$ cat config.mk
export PLATFORM = sky130hd
export DESIGN_NAME = tournament_feed
export DESIGN_NICKNAME = d
export VERILOG_FILES = /design/src/rtl/pkg_bram_if.sv /design/src/rtl/tournament_feed_slot.sv /design/src/rtl/tournament_feed.sv
export SDC_FILE = /design/constraint.sdc
export NUM_CORES = 1
export LEC_CHECK = 0
export ABC_AREA = 1
export CAP_MARGIN = 0
export CORE_ASPECT_RATIO = 1.1
export CORE_MARGIN = 5
export CORE_UTILIZATION = 35
export CTS_CLUSTER_DIAMETER = 150
export DETAILED_ROUTE_END_ITERATION = 8
export GPL_TIMING_DRIVEN = 0
export HOLD_SLACK_MARGIN = 0.06
export PLACE_DENSITY = 0.53
export SYNTH_ARGS = -nofsm -noshare
export SYNTH_HDL_FRONTEND = slang
export SYNTH_SLANG_ARGS = --single-unit
$ cat constraint.sdc
create_clock -name clock -period 17.6 [get_ports clock]
set_clock_uncertainty 0.2 [all_clocks]
set_input_delay 3.52 -clock clock [delete_from_list [all_inputs] [get_ports clock]]
set_output_delay 3.52 -clock clock [all_outputs]
set_load 0.05 [all_outputs]
$ cat src/rtl/pkg_bram_if.sv
// Shared types and sizing for the tournament feed.
// Entries sort so that the oldest pending slot has the smallest value.
package pkg_bram_if;

  localparam int NUM_UNITS   = 16;
  localparam int WIDTH_UNITS = 4;

  typedef enum logic {
    SLOT_EMPTY,
    SLOT_PENDING
  } slot_state_t;

  typedef logic [WIDTH_UNITS:0] entry_t;

  localparam entry_t ENTRY_EMPTY = '1;

endpackage

$ cat src/rtl/tournament_feed_slot.sv
// One request slot: holds its EMPTY/PENDING state and its arrival rank.
// The parent decides when to accept, clear or shift the rank down.
module tournament_feed_slot #(
  parameter int WIDTH_UNITS = pkg_bram_if::WIDTH_UNITS
) (
  input  logic                   clock,
  input  logic                   reset,
  input  logic                   accept,
  input  logic                   clear,
  input  logic                   dec,
  input  logic [WIDTH_UNITS-1:0] new_rank,
  output logic                   busy,
  output logic [WIDTH_UNITS-1:0] rank,
  output logic [WIDTH_UNITS:0]   entry
);
  import pkg_bram_if::*;

  slot_state_t state;

  // A cleared slot keeps its stale rank; it is masked by the EMPTY entry value.
  always_ff @(posedge clock) begin
    if (!reset) begin
      state <= SLOT_EMPTY;
      rank  <= '0;
    end else if (clear) begin
      state <= SLOT_EMPTY;
    end else if (accept) begin
      state <= SLOT_PENDING;
      rank  <= new_rank;
    end else if (dec) begin
      rank  <= rank - 1'b1;
    end
  end

  assign busy  = (state == SLOT_PENDING);
  assign entry = busy ? {1'b0, rank} : '1;

endmodule

$ cat src/rtl/tournament_feed.sv
// Feeds request slots into an external tournament in arrival order and
// retires the granted winner, keeping pending ranks dense.
module tournament_feed #(
  parameter int NUM_UNITS   = pkg_bram_if::NUM_UNITS,
  parameter int WIDTH_UNITS = pkg_bram_if::WIDTH_UNITS
) (
  input  logic                                 clock,
  input  logic                                 reset,
  input  logic [NUM_UNITS-1:0]                 I_Req,
  input  logic [NUM_UNITS-1:0]                 I_Win_Valid,
  input  logic                                 I_Grant,
  output logic [NUM_UNITS-1:0][WIDTH_UNITS:0]  O_Entry,
  output logic [NUM_UNITS-1:0]                 O_Busy,
  output logic                                 O_Req,
  output logic [WIDTH_UNITS:0]                 O_Count,
  output logic                                 O_Err
);
  import pkg_bram_if::*;

  logic [WIDTH_UNITS-1:0] rank     [NUM_UNITS];
  logic [WIDTH_UNITS-1:0] new_rank [NUM_UNITS];
  logic [NUM_UNITS-1:0]   accept;
  logic [NUM_UNITS-1:0]   clear;
  logic [NUM_UNITS-1:0]   dec;
  logic                   valid_grant;
  logic                   proto_err;
  logic [WIDTH_UNITS-1:0] win_rank;
  logic [WIDTH_UNITS:0]   base;
  logic [WIDTH_UNITS:0]   accepted;
  logic [WIDTH_UNITS:0]   count_next;

  // A bad grant freezes everything, including new requests, for that cycle.
  always_comb begin
    win_rank    = '0;
    accept      = '0;
    clear       = '0;
    dec         = '0;
    accepted    = '0;
    valid_grant = I_Grant && $onehot(I_Win_Valid) && ((I_Win_Valid & O_Busy) != '0);
    proto_err   = I_Grant && !valid_grant;
    for (int i = 0; i < NUM_UNITS; i++) begin
      if (I_Win_Valid[i] && O_Busy[i]) win_rank = win_rank | rank[i];
    end
    base = O_Count - {{WIDTH_UNITS{1'b0}}, valid_grant};
    for (int i = 0; i < NUM_UNITS; i++) begin
      accept[i]   = I_Req[i] && !O_Busy[i] && !proto_err;
      clear[i]    = valid_grant && I_Win_Valid[i];
      dec[i]      = valid_grant && O_Busy[i] && (rank[i] > win_rank);
      new_rank[i] = WIDTH_UNITS'(base + accepted);
      accepted    = accepted + {{WIDTH_UNITS{1'b0}}, accept[i]};
    end
    count_next = base + accepted;
  end

  always_ff @(posedge clock) begin
    if (!reset) begin
      O_Count <= '0;
      O_Err   <= 1'b0;
    end else begin
      O_Count <= count_next;
      O_Err   <= proto_err;
    end
  end

  assign O_Req = (O_Count != '0);

  for (genvar i = 0; i < NUM_UNITS; i++) begin : g_slot
    tournament_feed_slot #(
      .WIDTH_UNITS(WIDTH_UNITS)
    ) u_slot (
      .clock    (clock),
      .reset    (reset),
      .accept   (accept[i]),
      .clear    (clear[i]),
      .dec      (dec[i]),
      .new_rank (new_rank[i]),
      .busy     (O_Busy[i]),
      .rank     (rank[i]),
      .entry    (O_Entry[i])
    );
  end

endmodule

### After elaboration in Yosys (flattened, before gate mapping)

Cells that the tools add are included.

| storage, ports and cells | value |
|---|---|
| register bits | 86 |
| bits of input ports | 35 |
| output and inout port bits | 103 |
| word-level logic and storage cells | 378 |

| operators by class | value |
|---|---|
| add/subtract/negate cells | 63 |
| order comparisons | 16 |
| equality and inequality tests | 1 |
| mux-type cells | 64 |
| bitwise operators | 33 |
| reductions and logical operators | 167 |

Operators with widths:

| operator | count |
|---|---|
| $mux W4 | 48 |
| $logic_and A1 B1 Y1 | 99 |
| $mux W5 | 16 |
| $gt A4 B4 Y1 | 16 |
| $sub A4 B1 Y4 const B | 16 |
| $or A4 B4 Y4 | 15 |
| $add A5 B1 Y5 | 11 |
| $add A4 B4 Y4 | 12 |
| $reduce_and A2 Y1 | 16 |
| $reduce_bool A2 Y1 | 16 |
| $reduce_or A2 Y1 | 16 |
| $add A1 B1 Y2 | 9 |
| $logic_not A1 Y1 | 18 |
| $not A1 Y1 | 17 |
| $and A16 B16 Y16 | 1 |
| $reduce_bool A16 Y1 | 1 |
| $add A2 B2 Y3 | 4 |
| $add A3 B3 Y4 | 2 |
| $add A4 B1 Y5 | 1 |
| $add A4 B4 Y5 | 1 |
| $add A5 B5 Y5 | 1 |
| $eq A5 B1 Y1 const B | 1 |
| $reduce_bool A5 Y1 | 1 |
| $sub A5 B1 Y5 | 1 |
| other kinds (5) | 5 |

### Longest topological paths before layout

Gate-level depths: netlist of the first run.

| logic depth | value |
|---|---|
| depth after elaboration | 36 |
| gate-level depth with buffers | 63 |
| gate-level depth less buffers | 61 |

### Hierarchy

From an unflattened synthesis of the first run, not the netlist that was laid out.

| second synthesis, totals | value |
|---|---|
| cells, all modules | 1,619 |
| area, all modules | 10,726.5 um^2 |

By module, submodules not included:

| module | times used | cells each | area each (um^2) | sequential area each (um^2) |
|---|---|---|---|---|
| tournament_feed | 1 | 883 | 6,002.0 | 120.1 |
| tournament_feed_slot | 16 | 46 | 295.3 | 100.1 |

### Worst setup path after synthesis of the first run

OpenSTA, ideal clock, no wires.

| timing path | value |
|---|---|
| path kind | input -> register |
| from | input port I_Win_Valid[5] |
| to | register O_Count[4] |
| setup time | 0.113 ns |
| arrival time | 13.334 ns |
| required time | 17.287 ns |
| slack | 3.954 ns |
| cell stages on the path | 50 |
| buffers on the path | 2 |
| path through | inv_1 -> fa_1 -> inv_1 -> fa_1 -> fa_1 -> inv_1 -> fa_1 -> inv_1 -> ha_1 -> fa_1 -> nor3b_1 -> nand2_1 -> nor2_1 -> o21ai_4 -> nand2_4 -> buf_6 -> buf_2 -> nand2_1 -> (+14 left out) -> ha_1 -> ha_1 -> inv_1 -> nand2_1 -> nand2_1 -> xor2_1 -> inv_1 -> ha_1 -> nand2_1 -> inv_1 -> nor2_1 -> nor2_1 -> nor2_1 -> xnor2_1 -> xor2_1 -> nand2_1 -> nand2_1 -> nor2_1 |

| between the ends | value |
|---|---|
| word-level cells in the longest chain between the ends | 27 |
| elaborated cells on any way between the ends | 45 |
| classes of those cells | add/sub (21); eq/ne (1); bitwise (1); reduce/logical (22) |

Ends and longest elaborated chain:

| item | line | RTL |
|---|---|---|
| from (decl) | tournament_feed.sv:10 | `input logic [NUM_UNITS-1:0] I_Win_Valid,` |
| $add A1 B1 Y2 (not written as such) | tournament_feed.sv:39 | `valid_grant = I_Grant && $onehot(I_Win_Valid) && ((I_Win_Valid & O_Busy) != '0);` |
| $add A2 B2 Y3 (not written as such) | tournament_feed.sv:39 |  |
| $add A3 B3 Y4 (not written as such) | tournament_feed.sv:39 |  |
| $add A4 B4 Y5 (not written as such) | tournament_feed.sv:39 |  |
| $eq A5 B1 Y1 | tournament_feed.sv:39 |  |
| $logic_and A1 B1 Y1 | tournament_feed.sv:39 |  |
| $logic_and A1 B1 Y1 (*) | tournament_feed.sv:39 |  |
| $logic_not A1 Y1 | tournament_feed.sv:40 | `proto_err = I_Grant && !valid_grant;` |
| $logic_and A1 B1 Y1 | tournament_feed.sv:40 |  |
| $logic_not A1 Y1 | tournament_feed.sv:46 | `accept[i] = I_Req[i] && !O_Busy[i] && !proto_err;` |
| $logic_and A1 B1 Y1 | tournament_feed.sv:46 |  |
| $add A1 B1 Y2 | tournament_feed.sv:50 | `accepted = accepted + {{WIDTH_UNITS{1'b0}}, accept[i]};` |
| $add A2 B1 Y3 | tournament_feed.sv:50 |  |
| $add A3 B1 Y4 | tournament_feed.sv:50 |  |
| $add A4 B1 Y5 | tournament_feed.sv:50 |  |
| $add A5 B1 Y5 (11 in a row) | tournament_feed.sv:50 |  |
| $add A5 B5 Y5 (*) | tournament_feed.sv:52 | `count_next = base + accepted;` |
| to (signal assigned) | tournament_feed.sv:60 | `O_Count <= count_next;` |
| to (decl) | tournament_feed.sv:15 | `output logic [WIDTH_UNITS:0] O_Count,` |

Every way passes the cells marked *; elsewhere a longest branch is shown, timed or not.
A chain may end at the register's enable or synchronous reset.

### Final worst setup path of the first run

Same ends and word-level chain as after synthesis.

==> run_results.csv, run 1 <==
group,metric,value,unit
setup_path,critPathMaxStageDelay,0.55,ns
synth,synthArstFlopShare,0,%
setup_path,start_kind,"input pin",
routing,routed_via_density,5.203,
power,leakage,0.006185,uW
routing,wl_met2,18170,um
synth,synthFlopType,"dfxtp_1",
synth,syn_avg_cell_area,6.950,sq um
routing,drtIter0Drc,674,
final_layout,n_antenna_cell,0,
power,ir_worst_vdd,113.2,uV
placed_design,gp_congestion,0.9248,
final_layout,seqCellArea,1722,sq um
final_layout,layout_commonest_cell,"nand2_1",
power,p_int,982.6,uW
sta,fin_setup_tns,0,ns
synth,synth_edf_count,0,
synth,synth_area_leaders,"ha_1 (19%), dfxtp_1 (17%), nand2_1 (11%)",
power,cellPowerDensity,175.6,nW/um^2
synth,syn_inst,1498,
floorplan,die_h,190.9,um
setup_path,crit_top_cell,"ha_1",
final_layout,fill_cells,3114,
clock_network,cts_buffers,9,
worst_hold_path,hold_depth,2,
power,switching_share,55.79,%
routing,finalWirelength,38840,um
final_layout,area_growth,21.56,%
clock_network,cts_tree,"yes",
placed_design,place_ws,1.662,ns
power,combPwrFrac,78.1,%
global_routing,grt_start_max_net_pins,18,
global_routing,grt_pass1_vias,10067,
setup_path,reg2reg_depth,41,
global_routing,grt_overflow,0,
clock_network,cts_hold_buffers,0,
final_layout,final_cell_mix,"nand2_1 (302), inv_1 (238), ha_1 (157)",
final_layout,multi_input_area,7533,sq um
clock_network,cts_sinks,86,
floorplan,placementRows,66,
synth,synth_nets,1704,
power,p_sw,1240,uW
sta,hold_violations,0,
setup_path,cpLargestDelayFamily,"adder cells",
setup_path,crit_path_max_fanout,10,
sta,finalSetupViolations,0,
worst_hold_path,hp-start,"g_slot[10].u_slot.rank[3]$_SDFFE_PN0P_",
synth,synth_top_area_share,18.87,%
setup_path,critPathRequiredTime,17.67,ns
setup_path,criticalPathCategory,"in -> reg",
sta,worst_slew_pin_slew,1.265,ns
synth,synth_seq_cells,86,
clock_network,postCtsSetupRepairBufs,0,
floorplan,die-width,174.4,um
run,cap_violations,0,
placed_design,port_buffers,137,
status,run_status,"finished, final reports clean",
synth,synth_top_area_cell,"ha_1",
setup_path,worstReg2RegEnd,"O_Count[4]$_SDFF_PN0_",
final_layout,nets,1860,
routing,drc,0,
power,pwr-share-seq,12.3,%
worst_hold_path,hold_path.class,"reg -> reg",
global_routing,grt_pass1_wl,58820,um
routing,met1_length,17170,um
synth,syn-cell-area,10410,sq um
setup_path,cp_num_buf_inv,11,
setup_path,r2r_start,"g_slot[13].u_slot.busy$_SDFFE_PP0P_",
synth,seq_area_frac_synth,16.54,%
sta,report.final.slew_viol_count,0,
floorplan,io_pins,138,
sta,max_freq,63.86,MHz
power,pwr-share-clk,9.6,%
setup_path,cp-end-kind,"flop",
clock_network,h-tree-depth,3,
sta,layout_setup_ws,1.942,ns
floorplan,dieArea,33300,sq um
clock_network,cts-root-buf,"clkbuf_16",
floorplan,core,29480,sq um
final_layout,fin_util,42.93,%
sta,rsz0062_at_grt,"no",
synth,synthDistinctLibCells,45,
sta,hold_slack,0.2990,ns
sta,min_period,15.66,ns
synth,ys_warn_count,0,
routing,ant_nets,0,
routing,top_layer,"met4",
clock_network,post_cts_resized,0,
routing,vias,10577,
placed_design,place_hpwl,30050,um
worst_hold_path,min_to,"g_slot[10].u_slot.rank[3]$_SDFFE_PN0P_",
routing,dr_wl_met3,2161,um
setup_path,crit_slowest_cell,"clkdlybuf4s50_1",
global_routing,grt_use_total,22.96,%
clock_network,cts_buffer_depth,2,
final_layout,drive_gt1_share,9.403,%
sta,max_slew_margin,15.48,%
sta,fin_crit_sh,88.97,%
routing,firstDrtPassIters,5,
setup_path,r2r_slack,8.15,ns
global_routing,antenna_found_initial,0,
setup_path,arrival,15.73,ns
routing,routedWlPerCell,19.10,um
clock_network,clk_pin_slew,0.07,ns
clock_network,clk_latency,0.38,ns
floorplan,start_util,35.32,%
## cells in the mapped netlist (2+ instances only)
master / count
nand2_1: 302
inv_1: 238
ha_1: 157
nand3_1: 115
dfxtp_1: 86
a21oi_1: 83
nor2_1: 71
xor2_1: 65
o21ai_0: 57
nand2_2: 46
a211oi_1: 30
o22ai_1: 30
a31oi_1: 26
a221oi_1: 19
buf_4: 17
xnor2_1: 17
nand2_4: 15
nand3_2: 15
fa_1: 14
a32oi_1: 13
clkbuf_1: 11
nand3b_1: 9
or2_2: 9
inv_2: 7
buf_6: 6
nor2_2: 6
nor4_1: 6
o2111ai_1: 4
clkinv_1: 3
a31o_2: 2
and2_1: 2
nand4_2: 2
o211ai_1: 2
o221ai_1: 2
## metal layers
layer	global-route usage, %	vias up
li1	-	5315
met1	29.67	4895
met2	38.97	300
met3	3.244	67
met4	8.559	0
met5	0	-
## kinds of logic (layout without fill, tap and decap cells)
family	count (synthesis)	in the layout	share of synthesized area, %
compound gates	272	272	16.12
xor+xnor	82	82	6.898
fa+ha+maj	171	171	21.56
buf+inv	284	445	11.30
flops	86	86	16.54
simple gates	603	603	27.59
## worst min-delay path, cell delays in order, from the launching register on
cell	delay [ns]
dfxtp_1	0.33
nand2_1	0.07
a21oi_1	0.05
## worst max path at each step
stage                        start                    end  cells after the start
finish              I_Win_Valid[5]  O_Count[4]$_SDFF_PN0_                     51
detailed placement  I_Win_Valid[5]  O_Count[4]$_SDFF_PN0_                     51
global placement    I_Win_Valid[5]  O_Count[4]$_SDFF_PN0_                     51
CTS                 I_Win_Valid[5]  O_Count[4]$_SDFF_PN0_                     51
global route        I_Win_Valid[5]  O_Count[4]$_SDFF_PN0_                     51
floorplan           I_Win_Valid[5]  O_Count[4]$_SDFF_PN0_                     50
## flip-flops by register name, summed over array words and instances (netlist names)
signal              flops
g_slot.u_slot.rank     64
O_Err                   1
g_slot.u_slot.busy     16
O_Count                 5
## per-stage QoR
step	area, sq um	total power (uW)	std cells
4_1_cts	12660	2227	2033
3_3_place_gp	12250	1974	2009
3_5_place_dp	12350	1998	2017
2_1_floorplan	10410	1514	1498
6_report	12660	2223	2033
5_1_grt	12660	2447	2033
## power groups by stage
stage	combinational, uW	sequential [uW]	clock, uW
3_3_place_gp	1700	276	0
6_report	1740	273	213
2_1_floorplan	1230	280	0
3_5_place_dp	1720	277	0
4_1_cts	1740	273	216
5_1_grt	1940	279	225
## final cells by class
type | count | share of cell area (%)
inverters | 248 | 7.355
clock buffers | 11 | 1.997
well taps | 374 | 3.697
flip-flops and latches | 86 | 13.60
repair buffers | 145 | 11.43
clock inverters | 5 | 0.4548
multi-input cells | 1128 | 59.53
plain buffers | 36 | 1.938
(Power assumes the default switching activity.)
==> run 2: changes to the inputs <==
--- a/config.mk
+++ b/config.mk
@@ -8,7 +8,7 @@
 export ABC_AREA = 1
 export CAP_MARGIN = 0
 export CORE_ASPECT_RATIO = 1.1
-export CORE_MARGIN = 5
+export CORE_MARGIN = 1.5
 export CORE_UTILIZATION = 35
 export CTS_CLUSTER_DIAMETER = 150
 export DETAILED_ROUTE_END_ITERATION = 8
==> run 2 against run 1 <==
  * Core utilization rose by 0.11 points
  * Cell count stayed put
  * Sequential share of layout area hardly changed
  * Design area is essentially flat
  * Wire length is 0.29% lower
  * Fmax grew 0.34%
  * Hold slack improved by 0.0031 ns
  * Register-to-register slack better by 0.02 ns
  * Power up 0.16%
  * Worst setup slack better by 0.053 ns
  * Critical path type unchanged
  * Non-clock buffer count stayed put
==> run_results.csv, run 2 (synthesis results as in run 1) <==
group,metric,value,unit
clock_network,cts_buffer_depth,2,
placed_design,place_hpwl,29760,um
power,pwr-share-clk,9.9,%
power,switching_share,55.69,%
global_routing,antenna_found_initial,0,
floorplan,dieArea,30790,sq um
final_layout,fin_util,43.04,%
clock_network,post_cts_resized,0,
routing,finalWirelength,38720,um
power,combPwrFrac,77.9,%
setup_path,r2r_start,"g_slot[8].u_slot.busy$_SDFFE_PP0P_",
power,p_sw,1240,uW
worst_hold_path,hp-start,"g_slot[10].u_slot.rank[3]$_SDFFE_PN0P_",
sta,fin_crit_sh,88.67,%
power,ir_worst_vdd,101.5,uV
status,run_status,"finished, final reports clean",
sta,fin_setup_tns,0,ns
power,pwr-share-seq,12.3,%
floorplan,die_h,183.9,um
routing,firstDrtPassIters,5,
final_layout,largest_register_ffs,64,
setup_path,crit_slowest_cell,"clkdlybuf4s50_1",
final_layout,largest_register,"g_slot.u_slot.rank",
clock_network,clk_pin_slew,0.07,ns
global_routing,grt_overflow,0,
clock_network,postCtsSetupRepairBufs,0,
setup_path,critPathMaxStageDelay,0.55,ns
clock_network,cts_buffers,9,
routing,routedWlPerCell,19.05,um
clock_network,cts_tree,"yes",
final_layout,nets,1860,
sta,max_freq,64.08,MHz
sta,finalSetupViolations,0,
sta,hold_violations,0,
sta,rsz0062_at_grt,"no",
routing,drc,0,
final_layout,drive_gt1_share,9.343,%
clock_network,h-tree-depth,3,
worst_hold_path,hold_path.class,"reg -> reg",
routing,vias,10691,
floorplan,placementRows,66,
setup_path,start_kind,"input pin",
floorplan,start_util,35.41,%
clock_network,clk_latency,0.37,ns
sta,worst_slew_pin_slew,1.298,ns
floorplan,die-width,167.4,um
routing,ant_nets,0,
final_layout,layout_commonest_cell,"nand2_1",
run,cap_violations,0,
power,leakage,0.006190,uW
setup_path,crit_start,"I_Win_Valid[5]",
setup_path,crit_path_max_fanout,10,
floorplan,core,29400,sq um
clock_network,cts_hold_buffers,0,
power,cellPowerDensity,175.9,nW/um^2
global_routing,grt_pass1_vias,10198,
setup_path,r2r_slack,8.17,ns
placed_design,gp_congestion,0.9167,
setup_path,critPathRequiredTime,17.67,ns
routing,routed_via_density,5.259,
routing,drtIter0Drc,670,
final_layout,final_cell_mix,"nand2_1 (302), inv_1 (238), ha_1 (157)",
sta,min_period,15.61,ns
global_routing,grt_pass1_wl,58720,um
global_routing,grt_start_max_net_pins,18,
setup_path,arrival,15.68,ns
clock_network,cts-root-buf,"clkbuf_16",
setup_path,cp-end-kind,"flop",
sta,max_slew_margin,13.49,%
setup_path,criticalPathCategory,"in -> reg",
sta,report.final.slew_viol_count,0,
global_routing,grt_use_total,25.35,%
clock_network,cts_sinks,86,
floorplan,io_pins,138,
setup_path,crit_top_cell,"ha_1",
power,p_int,986.5,uW
placed_design,port_buffers,137,
final_layout,n_antenna_cell,0,
final_layout,area_growth,21.54,%
## run 2: path summary, 6_finish.rpt
path	cells after the start	endpoint
max	51	O_Count[4]$_SDFF_PN0_
min	2	g_slot[10].u_slot.rank[3]$_SDFFE_PN0P_
max reg2reg	41	O_Count[4]$_SDFF_PN0_
min reg2reg	2	g_slot[10].u_slot.rank[3]$_SDFFE_PN0P_
## run 2: cell type report
cell class,count,area (sq um)
Fill cell,3146,16740
Multi-Input combinational cell,1128,7533
Sequential cell,86,1722
Timing Repair Buffer,145,1439
Inverter,248,930.9
Tap cell,374,467.9
Buffer,36,245.2
Clock buffer,10,229.0
Clock inverter,6,86.33
## run 2: metrics by stage
stage	cells	instance area, sq um	power, uW	hold WS [ns]	worst slack, ns
floorplan	1498	10410	1514	0.2625	3.954
CTS	2033	12650	2227	0.3019	1.938
global route	2033	12650	2449	0.3245	1.275
detailed placement	2017	12340	1995	0.2897	1.589
global placement	2009	12250	1968	0.2814	1.538
finish	2033	12650	2226	0.3022	1.994
## run 2: power groups by stage
stage / logic [uW] / clock network, uW / registers, uW
floorplan: 1230 / 0 / 280
global route: 1940 / 228 / 279
CTS: 1730 / 222 / 273
global placement: 1690 / 0 / 276
detailed placement: 1720 / 0 / 277
finish: 1730 / 219 / 273
## run 2: layer usage
layer | track usage (%) | vias to the layer above | wire length (um)
met5 | 0 | - | 0
met4 | 10.41 | 0 | 1387
met3 | 3.036 | 68 | 1856
met2 | 43.28 | 304 | 18110
met1 | 32.34 | 4988 | 17370
li1 | - | 5331 | -
## run 2: worst max-delay path: cells and delay by family
family / cells / cell delay, ns
adder cells (fa/ha/maj): 20 / 7.68
AND/OR/NAND/NOR: 16 / 1.80
AO/OA/AOI/OAI: 1 / 0.21
buffers and inverters: 11 / 1.91
XOR/XNOR: 3 / 0.50
